<file path="config.mk">
export PLATFORM = sky130hd
export DESIGN_NAME = mult_scheduler
export DESIGN_NICKNAME = d
export VERILOG_FILES = /design/src/rtl/mult_sched_pkg.sv /design/src/rtl/rr_arbiter.sv /design/src/rtl/mult_scheduler.sv
export SDC_FILE = /design/constraint.sdc
export NUM_CORES = 1
export LEC_CHECK = 0
export ABC_AREA = 0
export BUFFER_PORTS_ARGS = -buffer_cell sky130_fd_sc_hd__buf_2
export CORE_MARGIN = 2
export CORE_UTILIZATION = 42
export DETAILED_ROUTE_END_ITERATION = 16
export PLACE_DENSITY = 0.77
export SLEW_MARGIN = 5
export SYNTH_ARGS = -nofsm -noshare
export SYNTH_HDL_FRONTEND = slang
export SYNTH_SLANG_ARGS = --single-unit
</file>
<file path="constraint.sdc">
create_clock -name clk -period 1.6 [get_ports clk]
set_input_delay 0.16 -clock clk [delete_from_list [all_inputs] [get_ports clk]]
set_output_delay 0.16 -clock clk [all_outputs]
set_load 0.01 [all_outputs]
</file>
<file path="src/rtl/mult_sched_pkg.sv">
// mult_sched_pkg: shared definitions for the multiplier scheduler.
//   - N_DEF   : default operand width (product is 2*N_DEF bits)
//   - tmo_of  : watchdog limit derived from the operand width (4*N+8)
//   - state_t : scheduler FSM encoding (IDLE=0, START=1, WAIT=2, RESP=3)
package mult_sched_pkg;

    localparam int N_DEF = 8;

    // A shift-add multiplier needs about N cycles; 4*N+8 leaves ample slack
    // before the watchdog declares the multiplier hung.
    function automatic int tmo_of(input int n);
        return 4 * n + 8;
    endfunction

    typedef enum logic [1:0] {
        S_IDLE  = 2'd0,
        S_START = 2'd1,
        S_WAIT  = 2'd2,
        S_RESP  = 2'd3
    } state_t;

endpackage

</file>
<file path="src/rtl/rr_arbiter.sv">
// rr_arbiter: 2-way round-robin grant decision (purely combinational).
// Ports:
//   req0, req1  in  : pending requests
//   last        in  : index of the requester served most recently
//   gnt_valid   out : at least one request is pending
//   sel         out : granted index; on contention the one that is not last
module rr_arbiter (
    input  logic req0,
    input  logic req1,
    input  logic last,
    output logic gnt_valid,
    output logic sel
);

    assign gnt_valid = req0 | req1;
    // With a single requester, sel simply follows req1.
    assign sel = (req0 && req1) ? ~last : req1;

endmodule

</file>
<file path="src/rtl/mult_scheduler.sv">
// mult_scheduler: places one shared shift-add multiplier between two
// requesters. Grants round-robin, latches the winner's operands, pulses the
// multiplier start, waits for done under a watchdog and returns the product
// with a one-cycle acknowledge.
//
// Request/acknowledge handshake: a requester raises reqX with aX/bX stable and
// keeps both unchanged until ackX pulses for one cycle. At the edge closing
// that ack cycle it either drops reqX or keeps it high to ask again. p and err
// are meaningful only while ackX is high. Requests are looked at only in IDLE.
//
// Ports:
//   clk, rst_n        : clock, asynchronous active-low reset
//   req0/req1         : requests
//   a0,b0 / a1,b1     : operands of requester 0 / 1 (N bits)
//   ack0/ack1         : one-cycle completion pulses (registered)
//   p                 : product (2N bits), 0 on watchdog abort (registered)
//   err               : watchdog expired, high together with ack (registered)
//   busy              : scheduler is not in IDLE
//   ma, mb            : operands driven to the multiplier (registered)
//   mst               : multiplier start pulse (from state and midle)
//   midle, mdone, mp  : multiplier idle, done pulse and product
//   dbg_state         : current FSM state
module mult_scheduler
    import mult_sched_pkg::*;
#(
    parameter int N   = N_DEF,
    parameter int TMO = tmo_of(N)
) (
    input  logic           clk,
    input  logic           rst_n,
    input  logic           req0,
    input  logic           req1,
    input  logic [N-1:0]   a0,
    input  logic [N-1:0]   b0,
    input  logic [N-1:0]   a1,
    input  logic [N-1:0]   b1,
    output logic           ack0,
    output logic           ack1,
    output logic [2*N-1:0] p,
    output logic           err,
    output logic           busy,
    output logic [N-1:0]   ma,
    output logic [N-1:0]   mb,
    output logic           mst,
    input  logic           midle,
    input  logic           mdone,
    input  logic [2*N-1:0] mp,
    output logic [1:0]     dbg_state
);

    localparam int CW = $clog2(TMO + 1);
    // Counter value seen during the TMO-th cycle spent in WAIT.
    localparam logic [CW-1:0] WD_LAST = CW'(TMO - 1);

    state_t         state, state_nx;
    logic           sel, sel_nx;
    logic           last, last_nx;
    logic [N-1:0]   ma_nx, mb_nx;
    logic [2*N-1:0] p_nx;
    logic           err_nx, ack0_nx, ack1_nx;
    logic [CW-1:0]  wd, wd_nx;
    logic           gnt_valid, gnt_sel;

    rr_arbiter u_arb (
        .req0      (req0),
        .req1      (req1),
        .last      (last),
        .gnt_valid (gnt_valid),
        .sel       (gnt_sel)
    );

    always_ff @(posedge clk or negedge rst_n) begin
        if (!rst_n) begin
            state <= S_IDLE;
            sel   <= 1'b0;
            last  <= 1'b1;      // requester 0 wins the first contended grant
            ma    <= '0;
            mb    <= '0;
            p     <= '0;
            err   <= 1'b0;
            ack0  <= 1'b0;
            ack1  <= 1'b0;
            wd    <= '0;
        end else begin
            state <= state_nx;
            sel   <= sel_nx;
            last  <= last_nx;
            ma    <= ma_nx;
            mb    <= mb_nx;
            p     <= p_nx;
            err   <= err_nx;
            ack0  <= ack0_nx;
            ack1  <= ack1_nx;
            wd    <= wd_nx;
        end
    end

    always_comb begin
        state_nx = state;
        sel_nx   = sel;
        last_nx  = last;
        ma_nx    = ma;
        mb_nx    = mb;
        p_nx     = '0;
        err_nx   = 1'b0;
        ack0_nx  = 1'b0;
        ack1_nx  = 1'b0;
        wd_nx    = wd;
        unique case (state)
            S_IDLE: begin
                if (gnt_valid) begin
                    sel_nx   = gnt_sel;
                    ma_nx    = gnt_sel ? a1 : a0;
                    mb_nx    = gnt_sel ? b1 : b0;
                    state_nx = S_START;
                end
            end
            S_START: begin
                wd_nx = '0;
                if (midle) state_nx = S_WAIT;
            end
            S_WAIT: begin
                // A done arriving on the expiry cycle still counts as success.
                if (mdone) begin
                    p_nx     = mp;
                    ack0_nx  = ~sel;
                    ack1_nx  = sel;
                    state_nx = S_RESP;
                end else if (wd == WD_LAST) begin
                    err_nx   = 1'b1;
                    ack0_nx  = ~sel;
                    ack1_nx  = sel;
                    state_nx = S_RESP;
                end else begin
                    wd_nx = wd + 1'b1;
                end
            end
            S_RESP: begin
                last_nx  = sel;
                state_nx = S_IDLE;
            end
            default: state_nx = S_IDLE;
        endcase
    end

    // The start pulse lasts exactly the cycle that moves START into WAIT.
    assign mst       = (state == S_START) && midle;
    assign busy      = (state != S_IDLE);
    assign dbg_state = state;

endmodule

</file>
* Yosys cells after proc, flatten, opt, wreduce, memory -nomap -nowiden *
Cells that the tools add are included.

word-level totals
  flip-flop bits (word level) = 45
  input port bits = 54
  output and inout port bits = 39
  word-level logic and storage cells = 53

cells by class
  add/sub/neg operators = 1
  eq/ne operators = 9
  multiplexer cells = 22
  bitwise operators = 3
  reduce and logical (&&, ||, !) cells = 8

operators by type and width
  cell                                                  number
  two-way mux 16 bit                                    2
  two-way mux 8 bit                                     2
  two-way mux 6 bit                                     2
  one-hot mux 6 bit (2 select lines)                    1
  two-way mux 1 bit                                     10
  two-way mux 2 bit                                     4
  inequality test 2 bit (second input constant)         4
  one-hot mux 2 bit (4 select lines)                    1
  adder 6 x 1 -> 6 bit (second input constant)          1
  equality test 6 bit (second input constant)           1
  AND reduction 3 bit                                   2
  equality test 2 bit (second input constant)           2
  nonzero test 2 bit                                    2
  inequality test 3 bit (second input constant)         1
  equality test 2 x 1 -> 1 bit (second input constant)  1
  logical AND 1 bit                                     2
  logical NOT 2 bit                                     1
  NOT 1 bit                                             2
  AND reduction 2 bit                                   1
  OR 1 bit                                              1

* Logic depth before layout (Yosys ltp) *
  depth in word-level cells = 4
  mapped depth = 7
  depth with buffers taken out = 5

* Modules after synthesis *
Synthesis repeated with hierarchy kept, for this count alone.

unflattened totals
  cells, all modules = 175
  area, all modules = 1979.4 um^2

by module, submodules not included
  module          instances  cells each  area each (um^2)  sequential area each (um^2)
  mult_scheduler  1          173         1965.6            1127.3
  rr_arbiter      1          2           13.8              0.0

* Worst setup path after synthesis *
No wires, ideal clock.

  path type = flip-flop to flip-flop
  from = reg state[0], in the netlist dbg_state[0]
  to = reg wd[4]
  library setup time = 0.118 ns
  arrival time = 1.409 ns
  required time = 1.482 ns
  slack = 0.073 ns
  stages on the path, launching flop included = 7
  path buffers = 2
  clock period less this slack = 1.527 ns
  cell sequence = dfrtp_1 inv_1 ha_1 clkbuf_1 clkbuf_1 nor3b_1 a21o_1

on the way
  longest elaborated chain between the ends = 3
  elaborated cells on any way between the ends = 7
  classes of those cells = eq/ne: 4; mux: 1; reduce/logical: 2

ends and longest elaborated chain
  what                                                                          RTL line               text
  from (decl)                                                                   mult_scheduler.sv:55   state_t state, state_nx;
  from (signal assigned)                                                        mult_scheduler.sv:85   state <= state_nx;
  equality test 2 bit or equality test 2 x 1 -> 1 bit (tied branches)           mult_scheduler.sv:109  unique case (state)
  inequality test 2 bit (no source line) or nonzero test 2 bit (tied branches)  n/a
  AND reduction 3 bit (no source line)                                          n/a
  to (signal assigned)                                                          mult_scheduler.sv:94   wd <= wd_nx;
  to (decl)                                                                     mult_scheduler.sv:61   logic [CW-1:0] wd, wd_nx;

Parallel ways exist; a longest one is shown, timed or not.
A chain may end at the register's enable or synchronous reset.

* Final worst setup path *
  from = reg state[1], in the netlist dbg_state[1]
  to = reg state[0], in the netlist dbg_state[0]

on the way
  longest elaborated chain between the ends = 3
  elaborated cells on any way between the ends = 9
  classes of those cells = eq/ne: 6; mux: 1; reduce/logical: 2

ends and longest elaborated chain
  what                                                                             RTL line
  equality test 2 bit (tied with other cells)                                      mult_scheduler.sv:109
  inequality test 3 bit (no source line) or inequality test 2 bit (tied branches)  n/a
  AND reduction 3 bit (no source line)                                             n/a

Parallel ways exist; a longest one is shown, timed or not.

==> reports/results.txt <==
Maxcap violations = 0
Seq/Total Area, Yosys = 54.31%
Capture point of the worst reg-to-reg path = dbg_state[0]$_DFFE_PN0P_
Syn Std Cell Area = 2076 µm²
DP Wirelength = 3336 µm
Part of the cycle the worst path needs = 94.90%
WP data required = 1.77 ns
Starting DRT DRC Count = 63
CP Class = reg2reg
Status = completed
Worst clock skew = 0.004226 ns
Crit-path cells = inv_2, ha_2, or3b_1, a21oi_1, nor3_1
Core Util, Final = 58.66%
Most frequent cells in the layout = 92 x buf_2, 43 x dfrtp_1, 20 x nand2_1
Critical path arrival = 1.69 ns
Clock transition at path regs = 0.08 ns
Setup TNS = 0 ns
Crit-path max FO = 6
Initial antenna violation count = 0
CTS max path bufs = 2
Area growth, synth to finish = 34.36%
Drt via density = 4.957
Largest net degree at the start of global routing = 33
CTS tree = built
Number of remaining DRC errors = 0
Crit. End Element = register
Vert. Die Dim = 74.30 µm
Core ar. = 4755 µm²
First-pass detailed-route iteration total = 4
Global-route wire length before repair = 6906 µm
Hold slack = 0.1215 ns
Post-synthesis cell count = 190
Worst Hold Class = in2reg
Vias = 1,745
Antenna Nets Post-Route = 0
Clk sinks = 45
DRT Wirelength = 4438 µm
Antenna cells = 0
Fin nets = 344
Worst Tran Pin Value = 0.4425 ns
Slowest stage delay, CP = 0.46 ns
Fmax = 658.6 MHz
Post-synthesis register bit count = 45
Final setup vio count = 0
I/O Buffers = 92
Final hold violations = 0
Drt wl/cell = 12.61 µm
Routability congestion estimate = 0.8380
Synth Area per Inst = 10.92 µm²
Setup crit start = dbg_state[1]$_DFFE_PN0P_
CTS Root Cell = clkbuf_8
Clk Latency, worst-skew pair = 0.28 ns
RSZ-0062 raised after global routing = false
Pwr dens = 1546 nW/µm²
Initial Util = 43.66%
Syn Nets = 250
Fraction of layout instances using a drive strength above 1 = 40.70%
Final min period = 1.518 ns
Cell row count = 25
Vias in the first global route = 1,617
CP max stage cell = dfrtp_2
Io pins = 93
Most common cell after layout, fill and taps aside = buf_2
Cells on worst reg2reg path = 5
All-Layer GR Usage = 16.02%
Die width = 74.30 µm
Synth warn = 0
Relative slew slack = 70.50%
Worst vdd ir = 0.0009352 V
CTS Buf Count = 5
Global route overflow = 0
Reg-to-reg slack, setup = 0.08 ns
P_leak = 0.001521 µW
Reg-to-reg startpoint = dbg_state[1]$_DFFE_PN0P_
Worst Setup Start Kind = register
Critical Path Sink = dbg_state[0]$_DFFE_PN0P_
Die area = 5520 µm²
# H-tree levels = 2
Post-synthesis cell type count = 39
Max-slew violations = 0
## per-layer routing
metal  vias to the layer above  track usage (%)  part of all wire, %
li1                        855                -                    -
met1                       834            19.45                   43
met5                         -                0                    0
met2                        51            28.47                   50
met4                         0            5.754                  1.0
met3                         5            2.981                  5.7
## worst min-delay path by stage
stage / slack [ns] / endpoint / start / cells past startpoint
after floorplan: -0.14 / ack0$_DFF_PN0_ / rst_n / 0
after global placement: 0.12 / mb[7]$_DFFE_PN0P_ / rst_n / 1
after detailed placement: 0.13 / mb[7]$_DFFE_PN0P_ / rst_n / 1
after CTS: 0.11 / p[6]$_DFF_PN0_ / mp[6] / 2
after global routing: 0.11 / p[6]$_DFF_PN0_ / mp[6] / 2
final: 0.12 / p[11]$_DFF_PN0_ / mp[11] / 2
## cells in the mapped netlist
master     n  share of area [%]
mux2i_1   16                7.7
a21oi_1    4               0.96
a22o_1     1               0.42
o22ai_1    1               0.30
nand3_1    3               0.72
buf_4      1               0.36
a211oi_1   1               0.36
nor3b_1    4                1.4
o21ai_1   17                4.1
nor2b_1    5                1.5
nor3_1     1               0.24
a211o_1    2               0.84
o21ai_0    1               0.24
nor4_1     1               0.30
and2_1     1               0.30
buf_6      2                1.1
clkbuf_1  10                1.8
a31oi_1    3               0.90
nand3b_1   1               0.36
nand4b_1   1               0.42
nand4_1    1               0.30
ha_1       6                3.6
nand4b_2   1               0.72
mux2_1     1               0.54
inv_1      5               0.90
a21boi_1   2               0.72
and3b_1    2               0.84
nand2b_1   3               0.90
nand2_1   20                3.6
dfrtp_1   44                 53
o211ai_1   5                1.8
or3b_1     1               0.42
a21o_1     1               0.36
o311ai_1   1               0.42
or4b_1     1               0.48
and3_1    16                4.8
xnor2_1    1               0.42
nor2_1     2               0.36
dfstp_2    1                1.3
## layout make-up
type,count,area (µm²)
timing repair buffer,100,551.8
sequential,45,1129
clock inverter,1,30.03
tap,67,83.83
multi-input combinational,127,889.6
clock buffer,7,86.33
inverter,5,18.77
fill,443,1966
## cell families (layout without fill, tap and decap cells)
logic type | after synthesis | in the layout | synth area share (%)
simple gates | 64 | 64 | 17.78
fa+ha+maj | 6 | 6 | 3.617
xor+xnor | 1 | 1 | 0.4220
flops | 45 | 45 | 54.31
mux | 17 | 17 | 8.258
compound gates | 39 | 39 | 11.45
buf+inv | 18 | 113 | 4.159
## sequential cells by signal, summed over array words and instances, names as in the netlist
| register | count |
|---|---|
| ack0 | 1 |
| ack1 | 1 |
| dbg_state | 2 |
| err | 1 |
| last | 1 |
| ma | 8 |
| mb | 8 |
| p | 16 |
| sel | 1 |
| wd | 6 |
## metrics by stage
step | area [µm²] | power (µW) | setup slack (ns) | instances
after global placement | 2638 | 3365 | 0.1011 | 343
after floorplan | 2076 | 2739 | 0.07259 | 190
after global routing | 2789 | 4644 | 0.01096 | 352
final | 2789 | 4310 | 0.08166 | 352
after CTS | 2766 | 4298 | 0.0003701 | 352
after detailed placement | 2638 | 3425 | 0.06372 | 343
## repair_timing
item,in CTS,in global routing
resized for setup,1,7
buffers inserted,0,0
hold buffers,1,0
setup endpoints to repair,1,7
endpoints found under the hold margin,19,0
cloned,0,0
## report_power, final
| group | internal [µW] | switching [µW] |
|---|---|---|
| Combinational | 797 | 949 |
| Sequential | 1500 | 212 |
| Clock | 509 | 348 |
## critical path, delay by kind of cell, from the launching register on
family | cells | cell delay (ns)
fa+ha+maj | 1 | 0.22
buf+inv | 1 | 0.11
compound gates | 1 | 0.17
flops | 1 | 0.46
simple gates | 2 | 0.44
Power figures use the tool's default switching activity.
